`config.mk`:
```
export PLATFORM = sky130hd
export DESIGN_NAME = instr_fetch_queue
export DESIGN_NICKNAME = d
export VERILOG_FILES = /design/src/rtl/mips_pkg.sv /design/src/rtl/ifq_fifo.sv /design/src/rtl/instr_fetch_queue.sv
export SDC_FILE = /design/constraint.sdc
export NUM_CORES = 1
export LEC_CHECK = 0
export CAP_MARGIN = 20
export CORE_MARGIN = 2
export CORE_UTILIZATION = 55
export DETAILED_ROUTE_END_ITERATION = 10
export PLACE_DENSITY = 0.77
export SLEW_MARGIN = 30
export SYNTH_ARGS = -nofsm -noshare
export SYNTH_HDL_FRONTEND = slang
export SYNTH_SLANG_ARGS = --single-unit
```
`constraint.sdc`:
```
create_clock -name clk -period 4 [get_ports clk]
set_clock_uncertainty 0.15 [all_clocks]
set_input_delay 1.2 -clock clk [delete_from_list [all_inputs] [get_ports clk]]
set_output_delay 1.2 -clock clk [all_outputs]
set_load 0.1 [all_outputs]
```
`src/rtl/mips_pkg.sv`:
```
// Shared fetch-front-end types and widths.
// Address/data widths, reset PC default and the fetch-queue FSM state enum.
package mips_pkg;

    localparam int ADDR_W    = 32;
    localparam int DATA_W    = 32;
    localparam int IFQ_DEPTH = 4;

    localparam logic [ADDR_W-1:0] RESET_PC_DEF = '0;

    typedef enum logic [1:0] {
        FETCH,
        STALL,
        FLUSH
    } ifq_state_t;

endpackage

```
`src/rtl/ifq_fifo.sv`:
```
// Circular buffer holding fetched {instruction, pc} entries.
// Flush empties the buffer and wins over a same-cycle push/pop.
module ifq_fifo
    import mips_pkg::*;
#(
    parameter int DEPTH = 4,
    parameter int W     = 64
) (
    input  logic                         clk,
    input  logic                         rst,
    input  logic                         flush,
    input  logic                         push,
    input  logic                         pop,
    input  logic [W-1:0]                 din,
    output logic [W-1:0]                 dout,
    output logic [$clog2(DEPTH+1)-1:0]   count
);

    localparam int PW = $clog2(DEPTH);
    localparam int CW = $clog2(DEPTH+1);

    logic [W-1:0]  mem [DEPTH];
    logic [PW-1:0] wr_ptr;
    logic [PW-1:0] rd_ptr;

    assign dout = mem[rd_ptr];

    // Pointers and occupancy; pointers wrap naturally since DEPTH is a power of 2.
    always_ff @(posedge clk or posedge rst) begin
        if (rst) begin
            wr_ptr <= '0;
            rd_ptr <= '0;
            count  <= '0;
        end else if (flush) begin
            wr_ptr <= '0;
            rd_ptr <= '0;
            count  <= '0;
        end else begin
            if (push) wr_ptr <= wr_ptr + PW'(1);
            if (pop)  rd_ptr <= rd_ptr + PW'(1);
            count <= count + CW'(push) - CW'(pop);
        end
    end

    // Entry storage; contents are don't-care until written.
    always_ff @(posedge clk) begin
        if (push && !flush) mem[wr_ptr] <= din;
    end

endmodule

```
`src/rtl/instr_fetch_queue.sv`:
```
// In-order fetch front end: issues credited fetches, buffers returned words with their PCs.
// Optional IFQ_BYPASS_EN macro forwards a response straight to decode when the queue is empty.
module instr_fetch_queue
    import mips_pkg::*;
#(
    parameter int                DEPTH    = IFQ_DEPTH,
    parameter logic [ADDR_W-1:0] RESET_PC = RESET_PC_DEF
) (
    input  logic              clk,
    input  logic              rst,
    input  logic              redirect_valid,
    input  logic [ADDR_W-1:0] redirect_pc,
    output logic              imem_req_valid,
    input  logic              imem_req_ready,
    output logic [ADDR_W-1:0] imem_req_addr,
    input  logic              imem_rsp_valid,
    input  logic [DATA_W-1:0] imem_rsp_data,
    output logic              if_valid,
    input  logic              if_ready,
    output logic [DATA_W-1:0] if_instrn,
    output logic [ADDR_W-1:0] if_pc,
    output logic [ADDR_W-1:0] if_pc_plus4
);

    localparam int CW = $clog2(DEPTH+1);
    localparam int EW = DATA_W + ADDR_W;
    localparam logic [CW:0] FULL = (CW+1)'(DEPTH);

    logic [ADDR_W-1:0] fetch_pc;
    logic [ADDR_W-1:0] rsp_pc;
    logic [ADDR_W-1:0] redirect_base;
    logic [ADDR_W-1:0] out_pc;
    logic [CW-1:0]     outstanding;
    logic [CW-1:0]     outstanding_n;
    logic [CW-1:0]     drop_cnt;
    logic [CW-1:0]     drop_cnt_n;
    logic [CW-1:0]     count;
    logic [CW-1:0]     count_n;
    logic [CW:0]       credit_used;
    logic [CW:0]       credit_n;
    logic [EW-1:0]     head;
    logic              req_fire;
    logic              rsp_ok;
    logic              rsp_keep;
    logic              push;
    logic              pop;
    logic              bypass;
    logic              head_valid;
    ifq_state_t        state;
    ifq_state_t        state_n;

    assign redirect_base = redirect_pc & ~ADDR_W'(3);
    assign credit_used   = {1'b0, outstanding} + {1'b0, count};

    assign imem_req_valid = !rst && !redirect_valid && (credit_used < FULL);
    assign imem_req_addr  = fetch_pc;
    assign req_fire       = imem_req_valid && imem_req_ready;

    // A response with nothing outstanding is a memory protocol error and is ignored.
    assign rsp_ok     = imem_rsp_valid && (outstanding != '0);
    assign rsp_keep   = rsp_ok && (drop_cnt == '0);
    assign head_valid = (count != '0);

`ifdef IFQ_BYPASS_EN
    assign bypass = rsp_keep && !head_valid && if_ready && !redirect_valid;
`else
    assign bypass = 1'b0;
`endif

    assign push = rsp_keep && !redirect_valid && !bypass;
    assign pop  = head_valid && if_ready;

    assign if_valid    = head_valid || bypass;
    assign out_pc      = bypass ? rsp_pc : head[ADDR_W-1:0];
    assign if_pc       = if_valid ? out_pc : '0;
    assign if_pc_plus4 = if_valid ? out_pc + ADDR_W'(4) : '0;
    assign if_instrn   = !if_valid ? '0 :
                         bypass    ? imem_rsp_data : head[EW-1:ADDR_W];

    assign outstanding_n = outstanding + CW'(req_fire) - CW'(rsp_ok);

    ifq_fifo #(
        .DEPTH (DEPTH),
        .W     (EW)
    ) u_fifo (
        .clk   (clk),
        .rst   (rst),
        .flush (redirect_valid),
        .push  (push),
        .pop   (pop),
        .din   ({imem_rsp_data, rsp_pc}),
        .dout  (head),
        .count (count)
    );

    // Next drop/occupancy counts and FSM transition.
    // On redirect every word still in flight is stale, including any already marked for drop.
    always_comb begin
        count_n    = count;
        drop_cnt_n = drop_cnt;
        state_n    = state;
        if (redirect_valid) begin
            count_n    = '0;
            drop_cnt_n = outstanding - CW'(rsp_ok);
        end else begin
            count_n = count + CW'(push) - CW'(pop);
            if (rsp_ok && drop_cnt != '0) drop_cnt_n = drop_cnt - CW'(1);
        end
        credit_n = {1'b0, outstanding_n} + {1'b0, count_n};
        unique case (state)
            FETCH, STALL: begin
                if (drop_cnt_n != '0)    state_n = FLUSH;
                else if (credit_n >= FULL) state_n = STALL;
                else                     state_n = FETCH;
            end
            FLUSH: begin
                if (drop_cnt_n != '0)    state_n = FLUSH;
                else if (credit_n >= FULL) state_n = STALL;
                else                     state_n = FETCH;
            end
            default: state_n = FETCH;
        endcase
    end

    // PC registers, credit and drop counters, FSM state.
    always_ff @(posedge clk or posedge rst) begin
        if (rst) begin
            fetch_pc    <= RESET_PC;
            rsp_pc      <= RESET_PC;
            outstanding <= '0;
            drop_cnt    <= '0;
            state       <= FETCH;
        end else begin
            outstanding <= outstanding_n;
            drop_cnt    <= drop_cnt_n;
            state       <= state_n;
            if (redirect_valid) begin
                fetch_pc <= redirect_base;
                rsp_pc   <= redirect_base;
            end else begin
                if (req_fire) fetch_pc <= fetch_pc + ADDR_W'(4);
                if (rsp_keep) rsp_pc   <= rsp_pc + ADDR_W'(4);
            end
        end
    end

`ifndef SYNTHESIS
    // Responses must correspond to an accepted request.
    assert property (@(posedge clk) disable iff (rst)
        !(imem_rsp_valid && outstanding == '0));
`endif

endmodule

```
==> results of run 1 <==
## kinds of logic after synthesis
kind of cell,share of synthesized area [%]
AO/OA/AOI/OAI,4.02
XOR/XNOR,3.97
adder cells (fa/ha/maj),1.76
buffers and inverters,2.50
flip-flops,64.7
multiplexers,11.1
other,0.0262
AND/OR/NAND/NOR,11.8
## area by class of cell
type,instances,share of cell area [%]
Timing Repair Buffer,260,17.8
Sequential cell,321,47.9
Inverter,22,0.427
Clock inverter,21,1.29
Tap cell,335,2.17
Clock buffer,35,4.24
Multi-Input combinational cell,576,26.2
## layout by cell type, fill, tap and decap left out, types with 6 or more instances in the layout
| master | n |
|---|---|
| edfxtp_1 | 248 |
| buf_12 | 101 |
| nand2_1 | 78 |
| buf_4 | 78 |
| dfrtp_1 | 71 |
| and2_1 | 67 |
| clkdlybuf4s50_1 | 66 |
| mux4_2 | 58 |
| o21ai_0 | 46 |
| nor2_1 | 34 |
| xnor2_1 | 32 |
| clkbuf_16 | 31 |
| nand3_1 | 27 |
| xor2_1 | 21 |
| inv_1 | 20 |
| nand4_1 | 19 |
| ha_1 | 16 |
| o311ai_0 | 15 |
| nor2_4 | 13 |
| o211ai_1 | 12 |
| buf_6 | 12 |
| mux2_2 | 10 |
| a21oi_1 | 8 |
| and3_1 | 8 |
| clkinv_1 | 8 |
| and4_1 | 7 |
| xnor2_2 | 7 |
| nor2_2 | 7 |
| conb_1 | 6 |
| bufinv_16 | 6 |
## worst min-delay path by stage
| stage | from | endpoint | slack, ps | cells after the start |
|---|---|---|---|---|
| after floorplan | rsp_pc[31] | u_fifo.mem[0][31] | 350 | 0 |
| after global placement | rsp_pc[26] | u_fifo.mem[3][26] | 380 | 0 |
| after detailed placement | drop_cnt[1] | drop_cnt[1] | 390 | 2 |
| after CTS | rsp_pc[26] | u_fifo.mem[0][26] | 400 | 0 |
| after global routing | outstanding[0] | outstanding[0] | 430 | 1 |
| final | rsp_pc[26] | u_fifo.mem[3][26] | 410 | 0 |
## flip-flops by register name, indices dropped and copies added, names as in the netlist
signal         count
rsp_pc            30
u_fifo.wr_ptr      2
drop_cnt           3
outstanding        3
u_fifo.rd_ptr      2
imem_req_addr     30
u_fifo.mem       248
u_fifo.count       3
## layer usage
layer  share of wire (%)  vias up  wire length [µm]  global-route usage [%]
met3                 7.0       61              2320                    3.57
met4                 2.6        0               851                    6.78
met5                   0        -                 0                       0
li1                    -     4105                 -                       -
met1                  41     4639             13700                    34.8
met2                  49      382             16200                    39.3
## critical path: cells and delay by family, from the launching register on
kind                   cells  cell delay, ps
AOI/OAI and AO/OA          1             180
muxes                      1             420
buffers and inverters      3             540
DFF                        1             560
and+or+nand+nor            4             830
## power by group through the flow
stage | registers [mW] | logic [mW] | clock network, mW
finish | 4.05 | 8.47 | 3.04
global route | 4.08 | 8.79 | 3.20
CTS | 4.05 | 8.36 | 3.09
detailed placement | 4.10 | 8.19 | 0
global placement | 4.09 | 8.14 | 0
floorplan | 4.34 | 5.15 | 0
## timing repair
| action | in CTS | in global routing |
|---|---|---|
| gates resized for setup | 40 | 32 |
| pin swaps | 12 | 27 |
| buffers inserted | 9 | 13 |
| setup endpoints to repair | 57 | 27 |
| hold buffers | 0 | 0 |
==> impl_metrics.tcl, run 1 <==
set metrics [dict create \
    grt_pass1_vias 9005 \
    async_flop_share_pct 22.7 \
    synth_area_mm2 0.0143 \
    core_area_mm2 0.0258 \
    yosysUniqueCellTypes 55 \
    maxSlewHeadroom_pct 58.4 \
    drv_cap 0 \
    end_kind "output port" \
    placed_cells 1493 \
    min_path_type "register to register" \
    io_buffer_count 191 \
    powerDensity_mw_per_mm2 804 \
    wire_per_inst_um 21.1 \
    num_vias 9187 \
    cp-endpoint "if_pc_plus4[31]" \
    cts_tree "done" \
    power_frac_comb_pct 54.4 \
    ir_worst_vdd_uv 897 \
    cts_buffers 30 \
    synthTopCellsByCount "edfxtp_1 (248), nand2_1 (83), dfrtp_1 (73)" \
    power_frac_clock_pct 19.5 \
    routed_wl_um 33100 \
    drt_iter0_drc 629 \
    post-route-min-period_ps 4430 \
    grt_use_total_pct 24.2 \
    final_design_area_no_fill_mm2 0.0194 \
    layout.cells.non_filler 1570 \
    synth.most_common_cell "edfxtp_1" \
    synth_edf_count 248 \
    placed_cell_area_mm2 0.0179 \
    cts_num_sinks 321 \
    netSwitchingFraction_pct 44.1 \
    fin_nets 1300 \
    grt_max_degree 63 \
    clkTransAtPathRegs_ps 60 \
    clock_latency_ps 560 \
    critPathKind "register to output port" \
    gr-total-overflow 0 \
    synthToLayoutAreaGrowth_pct 35.1 \
    drc 0 \
    placementRows 59 \
    antenna_found_initial 0 \
    p_switching_mw 6.86 \
    cp.arrival_ps 3080 \
    reg2regPathDepth 11 \
    dr.pass1.iters 5 \
    sequentialPowerShare_pct 26.0 \
    setup_tns_ps -7830 \
    slew_violations 0 \
    die_width_um 165 \
    hold_violations 0 \
    violations "negative setup slack" \
    ff_latch_area_mm2 0.00928 \
    cp_max_fo 7 \
    setup_viol 25 \
    grt_setup_unrepaired "yes" \
    cts.htree.levels 1 \
    fmax_mhz 226 \
    netlist.area_leader.share_pct 52.0 \
    syn_avg_cell_area_um2 14.9 \
    critPathMaxStageDelay_ps 560 \
    synth_area_leader_cell "edfxtp_1" \
    critPathRequiredTime_ps 2650 \
    cts.path.max_buffers 3 \
    cp-startpoint "u_fifo.rd_ptr[0]" \
    antenna_cells 0 \
    path_cells "buf_6 -> mux4_2 -> nand2_2 -> nor4_4 -> buf_4 -> nand3_2 -> or3_4 -> a21oi_4 -> buf_12" \
    fp.dieH_um 165 \
    finalPower_mw 15.6 \
    tightest_slew_ps 618 \
    fin_crit_sh_pct 111 \
    ys.flop_type "edfxtp_1" \
    ios 200 \
    place_congestion 0.869 \
    yosysWarnings 0 \
    n_fill_cell 1498 \
    setup_ws_ps -432 \
    via_per_inst 5.85 \
    dp_hpwl_um 20800 \
    initial_core_util_pct 55.4 \
    timing.rr.end "u_fifo.count[2]" \
    intPower_mw 8.70 \
    grt_pass1_wl_um 50400 \
    cp-start-kind "register" \
    p_leak_nw 6.88 \
    cpMaxStageDelayCell "dfrtp_4" \
    reg2reg_from "u_fifo.count[1]" \
    clock-root-buffer "clkbuf_16" \
    hold_ws_ps 406 \
    drive_above_1_share_pct 31.6 \
    antenna_left 0 \
    ys_seq_elements 321 \
    pre_cts_slack_ps 31.5 \
    dieArea_mm2 0.0274 \
    status "complete, but fails checks" \
    yosysSeqAreaShare_pct 64.7 \
    multi_input_area_mm2 0.00506 \
    r2r_slack_ps 930 \
    synthCells 962 \
    synth.area.top_cells "edfxtp_1 (52%), dfrtp_1 (13%), mux4_2 (7.4%)" \
    fin_util_pct 74.9 \
]
No activity file was read; power rests on OpenSTA's default activity.
==> inputs of run 2 (changes only) <==
==> constraint.sdc (replaced) <==
create_clock -name clk -period 4 [get_ports clk]
set_clock_uncertainty 0.15 [all_clocks]
set_input_delay 1.2 -clock clk [delete_from_list [all_inputs] [get_ports clk]]
set_output_delay 1.2 -clock clk [all_outputs]
set_load 0.005 [all_outputs]
==> run 2 against run 1 <==
- the flow still finishes with violations (negative setup slack)
- final area shrank 3.0%
- worst setup slack gained 55 ps
- combinational power shrank 53%
- critical path type unchanged
- first-iteration DRC count grew 27%
- fmax grew 1.3%
- clock-buffer cell count shrank 1
- largest power group is now sequential cells
- sequential cell count is the same
- via count grew 3.7%
- final cell count grew 3.5%
- global-route usage grew 1.3 points
- non-clock buffer count grew 53
==> impl_metrics.tcl, run 2 (synthesis gave the netlist of run 1 again) <==
set metrics [dict create \
    status "complete, but fails checks" \
    violations "negative setup slack" \
    dr.pass1.iters 7 \
    mostFrequentLayoutCell "edfxtp_1" \
    placementRows 59 \
    critPathRequiredTime_ps 2650 \
    drive_above_1_share_pct 28.3 \
    largest_register_ffs 248 \
    antenna_left 0 \
    power_frac_comb_pct 36.4 \
    maxSlewHeadroom_pct 58.2 \
    via_per_inst 5.86 \
    power_frac_clock_pct 26.4 \
    n_fill_cell 1564 \
    place_congestion 0.871 \
    num_vias 9528 \
    tightest_slew_ps 625 \
    cts_num_sinks 321 \
    post-route-min-period_ps 4380 \
    die_width_um 165 \
    cts_tree "done" \
    layout.cells.non_filler 1625 \
    setup_viol 26 \
    min_path_type "register to register" \
    antenna_cells 0 \
    fmax_mhz 228 \
    grt_max_degree 63 \
    placed_cells 1514 \
    drt_iter0_drc 796 \
    hold_violations 0 \
    slew_violations 0 \
    powerDensity_mw_per_mm2 579 \
    gr-total-overflow 0 \
    cts.htree.levels 1 \
    finalPower_mw 10.9 \
    grt_pass1_wl_um 52900 \
    mostFrequentLayoutCells "edfxtp_1 (248), clkdlybuf4s50_1 (108), nand2_1 (77), dfrtp_1 (71), buf_4 (66)" \
    grt_use_total_pct 25.5 \
    dieArea_mm2 0.0274 \
    ios 200 \
    p_leak_nw 7.05 \
    fp.dieH_um 165 \
    clock_latency_ps 560 \
    fin_nets 1354 \
    clock-root-buffer "clkbuf_16" \
    drc 0 \
    sequentialPowerShare_pct 37.3 \
    cts_buffers 31 \
    holdBufCountCts 0 \
    dp_hpwl_um 21300 \
    antenna_found_initial 0 \
    synthToLayoutAreaGrowth_pct 31.0 \
    cp.arrival_ps 3030 \
    netSwitchingFraction_pct 29.3 \
    critPathKind "register to output port" \
    cts.path.max_buffers 3 \
    wire_per_inst_um 21.6 \
    grt_pass1_vias 9336 \
    largest-register "u_fifo.mem" \
    initial_core_util_pct 55.4 \
    core_area_mm2 0.0258 \
    clkTransAtPathRegs_ps 60 \
    cp_max_fo 5 \
    intPower_mw 7.68 \
    cp-start-kind "register" \
    drv_cap 0 \
    fin_crit_sh_pct 109 \
    grt_setup_unrepaired "yes" \
    p_switching_mw 3.19 \
    ir_worst_vdd_uv 415 \
    routed_wl_um 35100 \
    end_kind "output port" \
    setup_ws_ps -376 \
    io_buffer_count 191 \
]
run 2: changes by cell type in the layout (fill, tap and decap cells not counted), sizes merged:
cell,delta
bufinv,-3
dlygate4sd2,+12
clkbuf,+21
clkdlybuf4s50,+42
buf,-46
clkinv,+3
dlymetal6s2s,+16
clkinvlp,+3
clkdlybuf4s15,+7
run 2: critical path: stages, from the launching register on:
cell and delay [ps]:
dfrtp_4 550, mux4_2 430, ha_4 170, nand2_2 80, o22ai_4 180, nand4_2 120
buf_6 170, nor3_4 190, nand3_1 150, mux2_4 330, buf_6 110
run 2: final cells by class:
| cell class | instances | area [µm²] | area share [%] |
|---|---|---|---|
| flip-flops and latches | 321 | 9280 | 49.4 |
| multi-input cells | 576 | 4940 | 26.3 |
| repair buffers | 313 | 3050 | 16.2 |
| clock buffers | 34 | 787 | 4.19 |
| well taps | 335 | 419 | 2.23 |
| clock inverters | 24 | 210 | 1.12 |
| inverters | 22 | 87.6 | 0.467 |
run 2: routing by layer:
metal	vias to the layer above	track usage [%]	wire length, µm
met5	-	0	0
met4	0	5.80	490
met3	39	3.37	2470
met2	438	43.0	17700
met1	4815	36.0	14400
li1	4236	-	-
run 2: power by group through the flow:
| stage | combinational [mW] | clock [mW] | sequential (mW) |
|---|---|---|---|
| floorplan | 1.78 | 0 | 4.03 |
| global placement | 3.34 | 0 | 4.08 |
| detailed placement | 3.40 | 0 | 4.10 |
| CTS | 3.81 | 2.88 | 4.05 |
| global route | 4.26 | 3.04 | 4.08 |
| finish | 3.96 | 2.86 | 4.05 |
run 2: timing repair:
action | CTS | global route
gates cloned | 5 | 0
setup endpoints to repair | 91 | 69
resized for setup | 234 | 122
pin swaps | 41 | 24
setup buffers | 35 | 22
run 2: final timing paths:
check	depth (start not counted)	slack, ps	startpoint	to
hold / removal	0	400	rsp_pc[26]	u_fifo.mem[3][26]
setup / recovery	10	-380	u_fifo.rd_ptr[0]	if_pc_plus4[30]
max in group asynchronous	3	2060	rst	u_fifo.rd_ptr[0]
min in group asynchronous	2	960	rst	imem_req_addr[30]
hold reg to reg	0	400	rsp_pc[26]	u_fifo.mem[3][26]
setup reg to reg	11	1010	u_fifo.count[1]	u_fifo.count[2]
run 2: through the flow:
step	cell area, µm²	hold WS [ps]	TNS [ps]	setup slack, ps	utilization [%]
after CTS	18600	407	-7490	-370	72.0
after detailed placement	17000	388	-3790	-401	65.9
final	18800	399	-5990	-376	72.6
after floorplan	14300	345	0	164	-
after global placement	17000	370	-2630	-297	65.9
after global routing	18800	417	-8810	-460	72.6
==> inputs of run 3 (changes only) <==
--- a/config.mk
+++ b/config.mk
@@ -5,8 +5,7 @@
 export SDC_FILE = /design/constraint.sdc
 export NUM_CORES = 1
 export LEC_CHECK = 0
-export CAP_MARGIN = 20
-export CORE_MARGIN = 2
+export CORE_MARGIN = 5
 export CORE_UTILIZATION = 55
 export DETAILED_ROUTE_END_ITERATION = 10
 export PLACE_DENSITY = 0.77
==> run 3 against run 2 <==
- critical endpoint unchanged
- combinational power down 3%
- worst setup slack worse by 18 ps
- global-route usage down 2.1 points
- final cell count down 0.18%
- non-clock buffer count down 2
- critical path depth unchanged
- the run still ends with negative setup slack left
- sequential share of layout area up 0.26 points
- wire length down 0.90%
- total power down 1.7%
- clock power down 2%
- core utilization down 0.38 points
- fmax down 0.41%
==> impl_metrics.tcl, run 3 (synthesis gave the netlist of run 1 again) <==
set metrics [dict create \
    status "complete, but fails checks" \
    violations "negative setup slack" \
    die_width_um 171 \
    fin_nets 1352 \
    gr-total-overflow 0 \
    cp.arrival_ps 3040 \
    fmax_mhz 228 \
    drc 0 \
    antenna_left 0 \
    via_per_inst 5.75 \
    dieArea_mm2 0.0294 \
    fp.dieH_um 171 \
    post-route-min-period_ps 4390 \
    grt_use_total_pct 23.4 \
    drive_above_1_share_pct 25.4 \
    initial_core_util_pct 55.4 \
    setup_ws_ps -395 \
    p_leak_nw 6.97 \
    mostFrequentLayoutCell "edfxtp_1" \
    cts.path.max_buffers 3 \
    drv_cap 0 \
    antenna_found_initial 0 \
    maxUsedRoutingLayer "met4" \
    end_kind "output port" \
    powerDensity_mw_per_mm2 572 \
    wl_met2_um 17500 \
    path_cells "mux4_2 -> ha_4 -> nand2_4 -> o22ai_4 -> nand4_4 -> buf_6 -> nor3_4 -> nand3_2 -> mux2_4 -> buf_6" \
    cpMaxStageDelayCell "dfrtp_4" \
    wl_met3_um 2230 \
    cp-start-kind "register" \
    grt_pass1_wl_um 53400 \
    clkTransAtPathRegs_ps 60 \
    grt_pass1_vias 9565 \
    cts_num_sinks 321 \
    critPathBufInv 2 \
    maxSlewHeadroom_pct 58.0 \
    clock_latency_ps 550 \
    crit_top_cell "buf_6" \
    fin_crit_sh_pct 110 \
    grt_setup_unrepaired "yes" \
    wire_per_inst_um 21.4 \
    routed_wl_um 34700 \
    reg2regPathDepth 11 \
    cts.htree.levels 1 \
    critPathKind "register to output port" \
    dp_hpwl_um 21000 \
    clock-root-buffer "clkbuf_16" \
    antenna_cells 0 \
    num_vias 9328 \
    m1WireLength_um 14500 \
    largest_register_ffs 248 \
    cp.depth 10 \
    fin_util_pct 72.3 \
    finalPower_mw 10.7 \
    largest-register "u_fifo.mem" \
    setup_viol 31 \
    synthToLayoutAreaGrowth_pct 30.3 \
    hold_ws_ps 420 \
    place_congestion 0.849 \
    mostFrequentLayoutCells "edfxtp_1 (248), clkdlybuf4s50_1 (115), buf_4 (81), nand2_1 (78), dfrtp_1 (71)" \
    dr.pass1.iters 5 \
    drt_iter0_drc 684 \
    tightest_slew_ps 628 \
    hold_depth 2 \
    cp_max_fo 6 \
    placed_cells 1521 \
    placementRows 59 \
    core_area_mm2 0.0258 \
    min_path_type "register to register" \
    ir_worst_vdd_uv 377 \
    slew_violations 0 \
    grt_max_degree 63 \
    cts_tree "done" \
    hold_violations 0 \
    critPathMaxStageDelay_ps 540 \
    crit_family "multiplexers" \
    critPathRequiredTime_ps 2650 \
    layout.cells.non_filler 1622 \
    setup_tns_ps -6670 \
    holdBufCountCts 0 \
    cts_buffers 31 \
    ios 200 \
    io_buffer_count 191 \
]
==> run 3: cell types whose count changed in the layout (fill, tap and decap cells not counted), moves of 15 or more <==
cell           previous run  this run
dlygate4sd2_1            12        34
buf_6                    43        26
and2_4                   21         6
buf_4                    66        81
clkbuf_2                 22         7
and2_1                   48        63
==> run 3: area by class of cell <==
class,instances,area (µm²)
Clock inverter,20,178
Timing Repair Buffer,311,3000
Fill cell,1600,7170
Multi-Input combinational cell,576,4910
Tap cell,335,419
Inverter,22,85.1
Clock buffer,37,798
Sequential cell,321,9280
==> run 3: final timing paths <==
check,start,endpoint,slack (ps)
worst max-delay path,u_fifo.rd_ptr[0],if_pc_plus4[30],-390
worst min-delay path,u_fifo.wr_ptr[1],u_fifo.wr_ptr[1],420
worst max register to register,u_fifo.count[1],u_fifo.count[2],1070
worst min register to register,u_fifo.wr_ptr[1],u_fifo.wr_ptr[1],420
max in group asynchronous,rst,imem_req_addr[16],1890
min in group asynchronous,rst,outstanding[0],890
==> run 3: where the power goes <==
| part | internal, mW | total, mW | switching (mW) | leakage, nW |
|---|---|---|---|---|
| Sequential | 3.82 | 4.05 | 0.223 | 3.12 |
| Combinational | 2.19 | 3.85 | 1.66 | 3.38 |
| Clock | 1.56 | 2.79 | 1.22 | 0.467 |
==> run 3: worst min-delay path, delay by kind of cell, from the launching register on <==
family | cells | cell delay, ps
AND/OR/NAND/NOR | 1 | 70
flip-flops | 1 | 410
AO/OA/AOI/OAI | 1 | 60
==> run 3: routing by layer <==
metal | track usage (%) | vias to the layer above
li1 | - | 4222
met1 | 33.3 | 4695
met2 | 39.6 | 372
met3 | 3.06 | 39
met4 | 4.65 | 0
met5 | 0 | -
==> run 3: timing repair <==
action                                  CTS  global route
cloned                                    4             0
pin swaps                                32            26
setup buffers                            31            13
resized for setup                       210            52
endpoints found under the setup margin   85            64
==> run 3: metrics by stage <==
stage	cell area (µm²)	worst slack (ps)
finish	18700	-395
global route	18700	-511
CTS	18500	-336
detailed placement	17000	-277
global placement	17000	-246
floorplan	14300	164
